## src/rtl/ex_mem_stage.sv

```systemverilog
// EX stage ALU with carry/zero flag registers and the EX/MEM pipeline register.
// Flags are read from the committed registers, so dependent ops chain with no bubble.
module ex_mem_stage (
    input  logic        clk,
    input  logic        reset,
    input  logic [7:0]  ID_EX_A,
    input  logic [7:0]  ID_EX_B,
    input  logic [18:0] ID_EX_instruction,
    input  logic        ID_EX_mem_write,
    input  logic        ID_EX_reg_write,
    input  logic        ID_EX_alu_use_carry,
    input  logic        ID_EX_alu_in_mux,
    input  logic        ID_EX_select_c,
    input  logic        ID_EX_select_z,
    input  logic        ID_EX_write_c,
    input  logic        ID_EX_write_z,
    input  logic [2:0]  ID_EX_alu_op,
    input  logic [1:0]  ID_EX_reg_write_mux,
    input  logic        stall,
    input  logic        flush,
    output logic [7:0]  EX_MEM_result,
    output logic [7:0]  EX_MEM_B,
    output logic [18:0] EX_MEM_instruction,
    output logic        EX_MEM_mem_write,
    output logic        EX_MEM_reg_write,
    output logic [1:0]  EX_MEM_reg_write_mux,
    output logic        c_flag,
    output logic        z_flag
);

    localparam logic [2:0] OP_ADD  = 3'b000;
    localparam logic [2:0] OP_SUB  = 3'b001;
    localparam logic [2:0] OP_AND  = 3'b010;
    localparam logic [2:0] OP_OR   = 3'b011;
    localparam logic [2:0] OP_XOR  = 3'b100;
    localparam logic [2:0] OP_SHL  = 3'b101;
    localparam logic [2:0] OP_SHR  = 3'b110;
    localparam logic [2:0] OP_PASS = 3'b111;

    logic [7:0]  res_q, b_q;
    logic [18:0] ins_q;
    logic        mw_q, rw_q, c_q, z_q;
    logic [1:0]  rwm_q;

    logic [7:0]  ob, res_d;
    logic [8:0]  wide;
    logic        cin, cout, zero, c_d, z_d;

    always_comb begin
        ob    = ID_EX_alu_in_mux ? ID_EX_instruction[7:0] : ID_EX_B;
        cin   = ID_EX_alu_use_carry & c_q;
        wide  = 9'd0;
        res_d = 8'd0;
        cout  = 1'b0;
        unique case (ID_EX_alu_op)
            OP_ADD: begin
                wide  = {1'b0, ID_EX_A} + {1'b0, ob} + {8'd0, cin};
                res_d = wide[7:0];
                cout  = wide[8];
            end
            OP_SUB: begin
                // bit 8 of the 9-bit difference is the borrow
                wide  = {1'b0, ID_EX_A} - {1'b0, ob} - {8'd0, cin};
                res_d = wide[7:0];
                cout  = wide[8];
            end
            OP_AND:  res_d = ID_EX_A & ob;
            OP_OR:   res_d = ID_EX_A | ob;
            OP_XOR:  res_d = ID_EX_A ^ ob;
            OP_SHL: begin
                res_d = {ID_EX_A[6:0], cin};
                cout  = ID_EX_A[7];
            end
            OP_SHR: begin
                res_d = {cin, ID_EX_A[7:1]};
                cout  = ID_EX_A[0];
            end
            OP_PASS: res_d = ob;
        endcase
        zero = (res_d == 8'd0);
        c_d  = ID_EX_write_c ? (ID_EX_select_c & cout) : c_q;
        z_d  = ID_EX_write_z ? (zero & (ID_EX_select_z | z_q)) : z_q;
    end

    always_ff @(posedge clk) begin
        if (!reset) begin
            res_q <= 8'd0;
            b_q   <= 8'd0;
            ins_q <= 19'd0;
            mw_q  <= 1'b0;
            rw_q  <= 1'b0;
            rwm_q <= 2'd0;
            c_q   <= 1'b0;
            z_q   <= 1'b0;
        end else if (flush) begin
            res_q <= 8'd0;
            b_q   <= 8'd0;
            ins_q <= 19'd0;
            mw_q  <= 1'b0;
            rw_q  <= 1'b0;
            rwm_q <= 2'd0;
        end else if (!stall) begin
            res_q <= res_d;
            b_q   <= ID_EX_B;
            ins_q <= ID_EX_instruction;
            mw_q  <= ID_EX_mem_write;
            rw_q  <= ID_EX_reg_write;
            rwm_q <= ID_EX_reg_write_mux;
            c_q   <= c_d;
            z_q   <= z_d;
        end
    end

    assign EX_MEM_result        = res_q;
    assign EX_MEM_B             = b_q;
    assign EX_MEM_instruction   = ins_q;
    assign EX_MEM_mem_write     = mw_q;
    assign EX_MEM_reg_write     = rw_q;
    assign EX_MEM_reg_write_mux = rwm_q;
    assign c_flag               = c_q;
    assign z_flag               = z_q;

endmodule

```

## config.mk

```make
export PLATFORM = sky130hd
export DESIGN_NAME = ex_mem_stage
export DESIGN_NICKNAME = d
export VERILOG_FILES = /design/src/rtl/ex_mem_stage.sv
export SDC_FILE = /design/constraint.sdc
export NUM_CORES = 1
export LEC_CHECK = 0
export CORE_UTILIZATION = 43
export DETAILED_ROUTE_END_ITERATION = 12
export PLACE_DENSITY = 0.85
export SETUP_SLACK_MARGIN = 0.5
export SYNTH_ARGS = -nofsm -noshare
export SYNTH_HDL_FRONTEND = slang
export SYNTH_SLANG_ARGS = --single-unit
```

## constraint.sdc

```tcl
create_clock -name clk -period 3.6 [get_ports clk]
set_input_delay 0.9 -clock clk [delete_from_list [all_inputs] [get_ports clk]]
set_output_delay 0.9 -clock clk [all_outputs]
set_load 0.02 [all_outputs]
```

==> results_dict.tcl <==
set metrics [dict create \
    status "finished clean" \
    hp-class "flip-flop to flip-flop" \
    synthMuxAreaShare_pct 14.8 \
    gp_congestion 0.987 \
    setup_viol_count_final 0 \
    async_flop_share_pct 0 \
    crit_buf_inv 10 \
    detail_route.first_pass.iterations 5 \
    worstPathMaxFanout 7 \
    synth-simple-area-share_pct 15.3 \
    diodes 0 \
    crit_type "primary input to flip-flop" \
    finalWorstSetupSlack_ns 0.267 \
    slowest_stage "or4_1" \
    worst_slew_pin_slew_ns 0.773 \
    synthFlopType "dfxtp_1" \
    drc_errors 0 \
    hold_viol 0 \
    core_area_sq_um 6870 \
    dieWidth_um 87.0 \
    end_kind "flip-flop" \
    synthesis.nets 450 \
    crit_family "buffers and inverters" \
    placed_area_sq_um 4460 \
    synth_top_family_by_area "compound AO/OA/AOI/OAI gates" \
    wire_per_inst_um 17.5 \
    insertion_delay_ns 0.29 \
    crit_cells 17 \
    ant_nets 0 \
    io_pins 93 \
    grt_max_degree 41 \
    drt_iter0_drc 202 \
    synth_most_common_cell "nor2_1" \
    synth_fa_ha_area_share_pct 14.4 \
    synth.top_cell.area_share_pct 26.5 \
    rows 30 \
    nNetsFinal 600 \
    finalInstanceArea_sq_um 5010 \
    power_mw 1.56 \
    cts_tree "built" \
    synthXorXnorAreaFrac_pct 3.39 \
    synth_compound_area_share_pct 18.4 \
    grt_pass1_wl_um 16000 \
    seq_area_frac_synth_pct 26.5 \
    cp_slowest_stage_delay_ns 0.52 \
    die-area_sq_um 7560 \
    initial_core_util_pct 45.2 \
    cp_cell_sequence "buf_6 > buf_6 > buf_4 > buf_6 > buf_4 > mux2i_1 > buf_4 > buf_6 > ha_4 > buf_6 > or4_1 > nand3_1 > o211ai_1 > a21oi_2 > buf_4 > buf_6 > a211oi_2" \
    cap_violations 0 \
    clockRootBuffer "clkbuf_8" \
    irDropWorstVdd_mv 0.266 \
    ys_seq_elements 41 \
    yosys-top-cells-count "nor2_1 (50), dfxtp_1 (41), mux2i_1 (41)" \
    cts_made_buffers 5 \
    max_freq_mhz 300 \
    syn_inst 364 \
    dpl.hpwl_um 7610 \
    yosys-top-cells-area "dfxtp_1 (26%), mux2i_1 (13%), ha_1 (13%)" \
    slew_headroom_pct 48.5 \
    pre_cts_slack_ns -0.488 \
    holdPathStages 2 \
    vias 3339 \
    clkTransAtPathRegs_ns 0.08 \
    p_leak_nw 2.14 \
    power-per-cell-area_nw_per_um2 311 \
    synth_area_per_cell_sq_um 8.52 \
    fin_crit_sh_pct 92.6 \
    drive_above_1_share_pct 28.2 \
    rsz0062_at_grt "true" \
    synth_warnings 0 \
    timing_max_transition_violations_final 0 \
    wirelength_um 10700 \
    netlist_area_sq_um 3100 \
    synth_edf_count 0 \
    portBuffers 92 \
    finalClockSkew_ns 0.00224 \
    worstSetupStartpointType "primary input" \
    grt_pass1_vias 3238 \
    synth_area_leader_cell "dfxtp_1" \
    antenna_found_initial 0 \
    area_growth_pct 61.4 \
    rr_worst_depth 12 \
    fillerInstances 485 \
    clk_path_buf_depth 2 \
    grt-ovfl-total 0 \
    vias_per_cell 5.46 \
    die_y_um 87.0 \
    min_period_ns 3.33 \
    ctsHtreeMaxLevel 2 \
    cpMostUsedCell "buf_6" \
    crit_arrival_ns 3.48 \
    track_usage_pct 27.5 \
    crit_required_ns 3.75 \
    cts_num_sinks 41 \
    synth.distinct_cells 53 \
]
[stage by stage]
stage | cells | util [%] | hold WS (ns) | setup TNS [ns]
2_1_floorplan | 364 | - | 0.555 | 0
3_3_place_gp | 588 | 64.9 | 0.474 | -2.28
3_5_place_dp | 588 | 64.9 | 0.484 | -3.09
4_1_cts | 605 | 71.1 | 0.503 | 0
5_1_grt | 611 | 72.9 | 0.524 | 0
6_report | 611 | 72.9 | 0.503 | 0
[path summary, 6_finish.rpt]
path,startpoint,to,slack (ns)
setup / recovery,ID_EX_alu_in_mux,EX_MEM_result[3],0.27
setup reg to reg,c_flag,EX_MEM_result[3],0.84
hold reg to reg,EX_MEM_instruction[9],EX_MEM_instruction[9],0.50
hold / removal,EX_MEM_instruction[9],EX_MEM_instruction[9],0.50
[repair_timing]
item | in CTS | in global routing
endpoints found under the setup margin | 10 | 10
pin swaps | 33 | 29
hold buffers | 0 | 0
buffers inserted | 9 | 6
gates resized for setup | 61 | 24
[area by class of cell]
type,instances,area [sq um],share of cell area [%]
clock inverter,2,37.5,0.749
clock buffer,6,82.6,1.65
inverter,30,118,2.35
sequential,41,821,16.4
multi-input combinational,275,2360,47.1
timing repair buffer,161,1470,29.4
tap,96,120,2.40
[worst reg2reg max path, stage by stage, from the launching register on]
cell      delay [ns]
dfxtp_1         0.42
nand2_2         0.14
fa_2            0.56
inv_1           0.05
ha_2            0.15
o21a_1          0.20
or4_1           0.41
nand3_1         0.10
o211ai_1        0.10
a21oi_2         0.19
buf_4           0.15
buf_6           0.08
a211oi_2        0.05
[cells by family (layout without fill, tap and decap cells)]
kind of cell / Yosys count / after routing
AO/OA/AOI/OAI: 85 / 85
buffers and inverters: 48 / 199
multiplexers: 44 / 44
flip-flops: 41 / 41
adder cells (fa/ha/maj): 34 / 34
AND/OR/NAND/NOR: 100 / 100
XOR/XNOR: 12 / 12
[metal layers]
layer	up-vias	wire [um]	track usage, %
met5	-	0	0
met4	0	390	8.79
met3	31	595	4.55
met2	128	5370	48.8
met1	1604	4350	33.8
li1	1576	-	-
[where the power goes]
group / switching (mW) / leakage, nW / internal (mW) / total, mW
clock: 0.165 / 0.0574 / 0.226 / 0.390
combinational: 0.329 / 1.75 / 0.359 / 0.687
sequential: 0.00933 / 0.334 / 0.469 / 0.479
total: 0.502 / 2.14 / 1.05 / 1.56
[cells in the final DEF (no fill, tap or decap), drive strengths merged, types with 2 or more instances in the layout]
cell type      instances
ha                    31
a21oi                 17
o31ai                  6
o211ai                 2
dfxtp                 41
nor3b                  5
a311o                  2
mux2i                 42
nor2                  50
inv                   29
a21boi                 2
o21a                   5
clkbuf                 7
a21o                   6
nand2                 16
nand3                  4
nand2b                 4
nor2b                  7
nor3                   5
xor2                   6
or2                    3
o32ai                  4
buf                   71
clkdlybuf4s50         86
a211oi                 7
o21ai                 18
xnor2                  6
fa                     3
o22ai                  5
a22oi                  3
[flip-flops by register name (all words and copies together) (netlist names)]
name,flops
EX_MEM_instruction,19
EX_MEM_B,8
EX_MEM_result,8
EX_MEM_reg_write_mux,2
EX_MEM_mem_write,1
EX_MEM_reg_write,1
c_flag,1
z_flag,1
(Power assumes the default switching activity.)
